==> config.mk <==
export PLATFORM = sky130hd
export DESIGN_NAME = instr_encode_loader
export DESIGN_NICKNAME = d
export VERILOG_FILES = /design/src/rtl/riscv_pkg.sv /design/src/rtl/instr_encoder.sv /design/src/rtl/instr_encode_loader.sv
export SDC_FILE = /design/constraint.sdc
export NUM_CORES = 1
export LEC_CHECK = 0
export ABC_AREA = 1
export BUFFER_PORTS_ARGS = -buffer_cell sky130_fd_sc_hd__buf_2
export CORE_MARGIN = 2
export CORE_UTILIZATION = 54
export DETAILED_ROUTE_END_ITERATION = 8
export PLACE_DENSITY = 0.92
export SLEW_MARGIN = 20
export SYNTH_ARGS = -nofsm -noshare
export SYNTH_HDL_FRONTEND = slang
export SYNTH_HIERARCHICAL = 1
export SYNTH_SLANG_ARGS = --single-unit
==> constraint.sdc <==
create_clock -name clk -period 2.5 [get_ports clk]
set_input_delay 0.375 -clock clk [delete_from_list [all_inputs] [get_ports clk]]
set_output_delay 0.375 -clock clk [all_outputs]
set_load 0.1 [all_outputs]
==> src/rtl/riscv_pkg.sv <==
// Shared RV32I encoding constants and loader state type for the program-loader path.
package riscv_pkg;

  localparam logic [2:0] FMT_I  = 3'b000;
  localparam logic [2:0] FMT_S  = 3'b001;
  localparam logic [2:0] FMT_SB = 3'b010;
  localparam logic [2:0] FMT_U  = 3'b011;
  localparam logic [2:0] FMT_R  = 3'b100;
  localparam logic [2:0] FMT_UJ = 3'b101;

  localparam logic [6:0] OP_IMM    = 7'b0010011;
  localparam logic [6:0] OP_STORE  = 7'b0100011;
  localparam logic [6:0] OP_BRANCH = 7'b1100011;
  localparam logic [6:0] OP_LUI    = 7'b0110111;
  localparam logic [6:0] OP_REG    = 7'b0110011;
  localparam logic [6:0] OP_JAL    = 7'b1101111;

  typedef enum logic [1:0] {
    StIdle,
    StLoad,
    StDrain,
    StDone
  } loader_state_e;

endpackage

==> src/rtl/instr_encoder.sv <==
// Combinational packer: decoded fields plus format code -> 32-bit RV32I word and legality flag.
module instr_encoder
  import riscv_pkg::*;
(
  input  logic [2:0]  fmt,
  input  logic [6:0]  opcode,
  input  logic [4:0]  rd,
  input  logic [4:0]  rs1,
  input  logic [4:0]  rs2,
  input  logic [2:0]  funct3,
  input  logic [6:0]  funct7,
  input  logic [31:0] imm,
  output logic [31:0] word,
  output logic        legal
);

  always_comb begin
    word  = '0;
    legal = 1'b1;
    unique case (fmt)
      FMT_I:  word = {imm[11:0], rs1, funct3, rd, opcode};
      FMT_S:  word = {imm[11:5], rs2, rs1, funct3, imm[4:0], opcode};
      FMT_SB: word = {imm[12], imm[10:5], rs2, rs1, funct3, imm[4:1], imm[11], opcode};
      FMT_U:  word = {imm[31:12], rd, opcode};
      FMT_R:  word = {funct7, rs2, rs1, funct3, rd, opcode};
      FMT_UJ: word = {imm[20], imm[10:1], imm[11], imm[19:12], rd, opcode};
      default: legal = 1'b0;
    endcase
  end

endmodule

==> src/rtl/instr_encode_loader.sv <==
// Stream-to-imem program loader: encodes field bundles and writes them to consecutive word addresses.
module instr_encode_loader
  import riscv_pkg::*;
#(
  parameter int unsigned DATA_WIDTH = 32,
  parameter int unsigned ADDR_WIDTH = 10
) (
  input  logic                  clk,
  input  logic                  rst,
  input  logic                  start,
  input  logic [ADDR_WIDTH-1:0] base_addr,
  input  logic                  in_valid,
  output logic                  in_ready,
  input  logic [2:0]            fmt,
  input  logic [6:0]            opcode,
  input  logic [4:0]            rd,
  input  logic [4:0]            rs1,
  input  logic [4:0]            rs2,
  input  logic [2:0]            funct3,
  input  logic [6:0]            funct7,
  input  logic [DATA_WIDTH-1:0] imm,
  input  logic                  last,
  output logic                  imem_we,
  output logic [ADDR_WIDTH-1:0] imem_addr,
  output logic [DATA_WIDTH-1:0] imem_wdata,
  output logic                  busy,
  output logic                  done,
  output logic                  error,
  output logic [ADDR_WIDTH:0]   count
);

  localparam logic [ADDR_WIDTH-1:0] TopAddr = '1;

  loader_state_e         state_q;
  logic [ADDR_WIDTH-1:0] addr_q;
  logic [31:0]           enc_word;
  logic                  enc_legal;

  instr_encoder u_encoder (
    .fmt    (fmt),
    .opcode (opcode),
    .rd     (rd),
    .rs1    (rs1),
    .rs2    (rs2),
    .funct3 (funct3),
    .funct7 (funct7),
    .imm    (imm[31:0]),
    .word   (enc_word),
    .legal  (enc_legal)
  );

  assign in_ready = (state_q == StLoad);
  assign busy     = (state_q != StIdle);

  always_ff @(posedge clk) begin
    if (rst) begin
      state_q    <= StIdle;
      addr_q     <= '0;
      imem_we    <= 1'b0;
      imem_addr  <= '0;
      imem_wdata <= '0;
      done       <= 1'b0;
      error      <= 1'b0;
      count      <= '0;
    end else begin
      imem_we <= 1'b0;
      done    <= 1'b0;
      unique case (state_q)
        StIdle: begin
          if (start) begin
            state_q <= StLoad;
            addr_q  <= base_addr;
            count   <= '0;
            error   <= 1'b0;
          end
        end
        StLoad: begin
          if (in_valid) begin
            if (enc_legal) begin
              imem_we    <= 1'b1;
              imem_addr  <= addr_q;
              imem_wdata <= enc_word;
              count      <= count + 1'b1;
              // Hold at the top address; that write terminates the load instead of wrapping.
              if (addr_q != TopAddr) addr_q <= addr_q + 1'b1;
            end else begin
              error <= 1'b1;
            end
            if (last || (enc_legal && addr_q == TopAddr)) state_q <= StDrain;
          end
        end
        StDrain: begin
          state_q <= StDone;
          done    <= 1'b1;
        end
        StDone:  state_q <= StIdle;
        default: state_q <= StIdle;
      endcase
    end
  end

endmodule

==> impl_metrics.py, run 1 <==
metrics = {
    "detailed_routing": {
        "drc": 0,
        "dr.pass1.iters": 8,
        "drt_iter0_drc": 254,
        "ant_nets": 0,
        "avgViaCountPerCell": 5.30,
        "routed_wirelength_um": 11100,
        "vias": 4438,
        "wl_per_cell_um": 13.2,
    },
    "grt": {
        "grt_max_degree": 33,
        "grt_pass1_vias": 3970,
        "antenna_found_initial": 0,
        "track_usage_pct": 28.6,
        "grt_overflow": 0,
        "grt_pass1_wl_um": 17600,
    },
    "sta": {
        "slew_violations": 0,
        "finalSetupViolations": 0,
        "slew_headroom_pct": 66.1,
        "rsz0062_at_grt": "no",
        "hold_viol": 0,
        "fin_crit_sh_pct": 83.3,
        "min_period_ps": 2080,
        "worst_slew_pin_slew_ps": 506,
        "finalSetupTns_ps": 0,
        "skew_ps": 7.95,
        "fmaxAchievable_ghz": 0.480,
    },
    "critical_path": {
        "r2r-start": "state_q[1]",
        "cp.depth": 4,
        "arrival_ps": 1710,
        "r2r-end": "count[6]",
        "crit_path_top_delay_cell": "buf_2",
        "required_ps": 2120,
        "r2r.worst_path.cells": 12,
        "worstPathMaxFanout": 9,
        "crit_type": "reg2out",
        "start_kind": "flip-flop",
        "crit_path_end_kind": "output pin",
        "crit_path_cell_trace": "inv_1, ha_1, buf_4, buf_2",
        "max_stage_delay_ps": 440,
        "crit_buf_inv": 3,
        "ff2ff_setup_slack_ps": 510,
        "crit_family": "buffers and inverters",
    },
    "die": {
        "initial_core_util_pct": 56.0,
        "die_h_um": 87.9,
        "die_w_um": 87.9,
        "pin_count": 140,
        "die-area_sq_mm": 0.00773,
        "core_area_sq_mm": 0.00679,
        "rows": 30,
    },
    "layout": {
        "layout.cells.non_filler": 838,
        "final_cell_mix": "nand2_1 (154), buf_2 (139), nor2_1 (116), dfxtp_1 (68), o21ai_0 (56)",
        "layout-drive-gt1-share_pct": 24.8,
        "nets": 824,
        "regArea_sq_mm": 0.00136,
        "antenna_cells": 0,
        "finish.utilization_pct": 70.0,
        "area_delta_synth_final_pct": 25.1,
        "final_common_cell": "nand2_1",
        "fill_cells": 573,
        "multiInputGateArea_sq_mm": 0.00209,
    },
    "pwr": {
        "p_clk_share_pct": 18.2,
        "pwr-share-comb_pct": 53.3,
        "pwr-share-seq_pct": 28.5,
        "total_leakage_power_nw": 2.58,
        "p_sw_share_pct": 53.8,
        "p_per_area_mw_per_mm2": 1120,
        "finalPower_mw": 5.34,
        "peakVddDrop_mv": 0.847,
        "intPower_mw": 2.47,
        "p_sw_mw": 2.87,
    },
    "clock_tree": {
        "clockRootBuffer": "clkbuf_8",
        "clock_sinks": 68,
        "insertion_delay_ps": 340,
        "cts-htree-levels": 3,
        "cts_setup_buffers": 0,
        "cts_resized": 0,
        "cts_buffers": 9,
        "cts_tree": "done",
        "cts_buffer_depth": 2,
        "cts_hold_buffers": 0,
        "clkTransAtPathRegs_ps": 80,
    },
    "yosys": {
        "avgSynthCellArea_sq_um": 6.30,
        "synth_top_area_cell": "dfxtp_1",
        "synthesis.area_sq_mm": 0.00380,
        "yosys_warnings": 6,
        "ys_top_cells_by_area": "dfxtp_1 (36%), nand2_1 (15%), nor2_1 (11%)",
        "synth_cell_types": 30,
        "ys_ff_latch": 68,
        "synth_top_area_share_pct": 35.8,
        "yosysSeqAreaShare_pct": 35.8,
        "synth_cells": 604,
        "synth_nets": 691,
    },
    "placed_design": {
        "place_congestion": 0.954,
        "dpl.hpwl_um": 8220,
        "place_inst": 822,
        "portBuffers": 139,
    },
    "worst_hold_path": {
        "hold_path_class": "in2reg",
        "hold_end": "addr_q[5]",
        "min_path_cells": 5,
        "min-delay-start": "base_addr[5]",
    },
    "job": {
        "maxCapViolCount": 0,
    },
    "run_status": {
        "outcome": "finished clean",
    },
}
per-layer routing:
metal	vias up	part of all wire, %	track usage (%)
li1	2205	-	-
met1	1967	41	34.1
met2	236	48	49.9
met3	30	8.5	5.47
met4	0	2.7	12.6
met5	-	0	0
cell families after synthesis:
logic type               count (synthesis)  synth area share, %
AO/OA/AOI/OAI                           81                 11.2
XOR/XNOR                                 1                0.230
adder cells (fa/ha/maj)                  5                 1.65
buffers and inverters                   84                 9.18
flip-flops                              68                 35.8
AND/OR/NAND/NOR                        365                 42.0
synthesized netlist by cell type:
master	n
clkinv_1	1
nor2_4	2
inv_1	54
clkbuf_1	12
nand3_1	45
nand3_4	1
dfxtp_1	68
o21ai_0	56
o211a_1	1
o21bai_1	1
nand2_4	3
buf_2	9
a21oi_2	3
nand2_2	6
buf_8	1
a31oi_1	1
nor3_1	5
xnor2_1	1
nand4_1	26
buf_4	1
ha_1	5
nand3b_1	2
nand2_1	154
inv_2	5
nor2_2	2
nand3_2	3
o21ai_1	2
nor2_1	116
a21oi_1	17
buf_6	1
registers in the layout, summed over array words and instances, names as in the netlist:
signal and count:
imem_addr 10, error 1, imem_wdata 32, done 1, state_q 2, addr_q 10, imem_we 1, count 11
through the flow:
step / worst slack, ps / cell area (sq um) / hold WS (ps)
finish: 417 / 4760 / 344
global route: 360 / 4760 / 370
CTS: 410 / 4760 / 345
detailed placement: 562 / 4550 / 492
global placement: 657 / 4550 / 486
floorplan: 143 / 3800 / 477
area by class of cell:
| type | instances | area share, % |
|---|---|---|
| flip-flops and latches | 68 | 28.6 |
| well taps | 96 | 2.53 |
| inverters | 60 | 4.74 |
| clock inverters | 4 | 1.55 |
| repair buffers | 146 | 15.7 |
| multi-input cells | 452 | 44.0 |
| clock buffers | 12 | 2.84 |
worst min-delay path: stages:
cell     delay (ps)
buf_2            70
nand2_1          40
nand2_1          50
nor2_1           30
nor2_1           80
worst max path at each step:
stage                           from        end  slack, ps
after global placement        fmt[2]  addr_q[5]        660
after global routing      state_q[1]   in_ready        360
after CTS                 state_q[1]   in_ready        410
after floorplan           state_q[1]   count[6]        140
after detailed placement      fmt[2]  addr_q[8]        560
final                     state_q[1]   in_ready        420
power by group through the flow:
stage | Combinational [mW] | Clock (mW) | Sequential [mW]
global placement | 2.73 | 0 | 1.52
detailed placement | 2.80 | 0 | 1.53
floorplan | 1.27 | 0 | 2.54
CTS | 2.83 | 0.980 | 1.51
global route | 3.04 | 1.02 | 1.55
finish | 2.84 | 0.974 | 1.52
No activity file was read; power rests on OpenSTA's default activity.
==> inputs of run 2 (changes only) <==
--- a/config.mk
+++ b/config.mk
@@ -8,9 +8,9 @@
 export ABC_AREA = 1
 export BUFFER_PORTS_ARGS = -buffer_cell sky130_fd_sc_hd__buf_2
 export CORE_MARGIN = 2
-export CORE_UTILIZATION = 54
+export CORE_UTILIZATION = 45
 export DETAILED_ROUTE_END_ITERATION = 8
-export PLACE_DENSITY = 0.92
+export PLACE_DENSITY = 0.83
 export SLEW_MARGIN = 20
 export SYNTH_ARGS = -nofsm -noshare
 export SYNTH_HDL_FRONTEND = slang
==> constraint.sdc (replaced) <==
create_clock -name clk -period 1.9 [get_ports clk]
set_input_delay 0.285 -clock clk [delete_from_list [all_inputs] [get_ports clk]]
set_output_delay 0.285 -clock clk [all_outputs]
set_load 0.1 [all_outputs]
==> run 2 against run 1 <==
  * Register-to-register slack got worse by 330 ps
  * Die area grew 19%
  * Sequential power increased by 31%
  * Critical endpoint unchanged
  * First-iteration DRC count fell by 15%
  * Clock power grew 28%
  * Hold slack worse by 85 ps
  * Sequential share of layout area is 0.51 points lower
  * Setup slack lost 320 ps
  * Final cell count is 2.0% higher
  * Power is 33% higher
  * Largest cell class unchanged
  * Clock skew increased by 0.58 ps
  * Wire length down 0.51%
==> impl_metrics.py, run 2 (synthesized netlist as in run 1, its figures left out) <==
metrics = {
    "run_status": {
        "outcome": "finished clean",
    },
    "clock_tree": {
        "cts-htree-levels": 3,
        "clock_sinks": 68,
        "cts_buffers": 9,
        "cts_buffer_depth": 2,
        "clkTransAtPathRegs_ps": 80,
        "clockRootBuffer": "clkbuf_8",
        "insertion_delay_ps": 340,
        "cts_tree": "done",
        "cts_hold_buffers": 0,
    },
    "detailed_routing": {
        "wl_per_cell_um": 12.9,
        "avgViaCountPerCell": 5.12,
        "routed_wirelength_um": 11000,
        "ant_nets": 0,
        "drc": 0,
        "dr.pass1.iters": 4,
        "drt_iter0_drc": 215,
        "vias": 4378,
    },
    "layout": {
        "final_common_cell": "nand2_1",
        "area_delta_synth_final_pct": 27.6,
        "nets": 832,
        "largest_reg_flops": 32,
        "final_cell_mix": "nand2_1 (153), buf_2 (138), nor2_1 (116), dfxtp_1 (66), o21ai_0 (56)",
        "antenna_cells": 0,
        "top_regs": "imem_wdata x32, count x11",
        "layout-drive-gt1-share_pct": 26.4,
        "largest-register": "imem_wdata",
    },
    "pwr": {
        "pwr-share-seq_pct": 28.1,
        "pwr-share-comb_pct": 54.2,
        "p_sw_share_pct": 53.8,
        "p_sw_mw": 3.81,
        "finalPower_mw": 7.08,
        "total_leakage_power_nw": 2.63,
        "p_clk_share_pct": 17.7,
        "peakVddDrop_mv": 0.924,
        "intPower_mw": 3.27,
        "p_per_area_mw_per_mm2": 1460,
    },
    "die": {
        "die-area_sq_mm": 0.00920,
        "rows": 33,
        "die_h_um": 95.9,
        "core_area_sq_mm": 0.00822,
        "pin_count": 140,
        "initial_core_util_pct": 46.3,
        "die_w_um": 95.9,
    },
    "grt": {
        "grt_overflow": 0,
        "grt_max_degree": 36,
        "track_usage_pct": 23.6,
        "antenna_found_initial": 0,
        "grt_pass1_vias": 3862,
        "grt_pass1_wl_um": 17100,
    },
    "job": {
        "maxCapViolCount": 0,
    },
    "critical_path": {
        "start_kind": "flip-flop",
        "required_ps": 1620,
        "ff2ff_setup_slack_ps": 180,
        "arrival_ps": 1510,
        "crit_path_end_kind": "output pin",
        "worstPathMaxFanout": 15,
        "crit_type": "reg2out",
    },
    "sta": {
        "min_period_ps": 1800,
        "worst_slew_pin_slew_ps": 519,
        "finalSetupViolations": 0,
        "fin_crit_sh_pct": 94.7,
        "slew_violations": 0,
        "skew_ps": 8.54,
        "slew_headroom_pct": 65.7,
        "fmaxAchievable_ghz": 0.556,
        "rsz0062_at_grt": "no",
        "finalSetupTns_ps": 0,
        "hold_viol": 0,
    },
    "placed_design": {
        "place_congestion": 0.921,
        "portBuffers": 139,
        "dpl.hpwl_um": 8220,
    },
    "worst_hold_path": {
        "hold_path_class": "in2reg",
    },
}
[run 2: cell types whose count changed in the layout (fill, tap and decap cells not counted), sizes merged]
cell	before	now
nor2	120	121
buf	146	153
inv	59	60
bufinv	2	1
[run 2: metrics by stage]
stage	cells	util [%]	instance area (sq um)	worst slack, ps	hold WS [ps]
final	855	59.0	4850	100	259
after global routing	855	59.0	4850	26.6	259
after CTS	851	58.6	4820	98.1	247
after detailed placement	835	56.0	4600	126	481
after global placement	835	56.0	4600	230	482
after floorplan	604	-	3820	35.8	477
[run 2: timing repair]
action                                  in CTS  in global routing
buffers inserted                             0                  3
gates cloned                                 0                  1
pin swaps                                    0                  1
endpoints found under the setup margin       1                 25
gates resized for setup                      1                  2
[run 2: final timing paths]
path	startpoint	to	cells after the start
hold reg to reg	count[1]	count[1]	2
hold / removal	rs1[2]	imem_wdata[17]	5
setup / recovery	state_q[1]	in_ready	3
setup reg to reg	state_q[0]	count[6]	11
[run 2: power by group through the flow]
stage	registers, mW	clock network [mW]	logic, mW
after floorplan	3.35	0	1.70
after CTS	1.98	1.28	3.78
after detailed placement	2.01	0	3.76
final	1.99	1.25	3.84
after global placement	2.00	0	3.68
after global routing	2.03	1.35	4.11
[run 2: cell type report]
cell class                 instances  area, sq um
timing repair buffer             153          803
sequential                        68         1360
inverter                          60          228
fill                             764         3370
clock buffer                      12          155
tap                              105          131
multi-input combinational        453         2110
clock inverter                     4         56.3
[run 2: layer usage]
layer	GRT usage, %	vias to the layer above	share of wire [%]
met5	0	-	0
li1	-	2226	-
met4	7.98	0	1.9
met2	40.7	178	48
met3	6.89	18	7.4
met1	28.1	1956	43
[run 2: worst max-delay path, stage by stage, from the launching register on]
cell and delay, ps:
dfxtp_1 330, inv_1 110, ha_4 270, buf_2 470
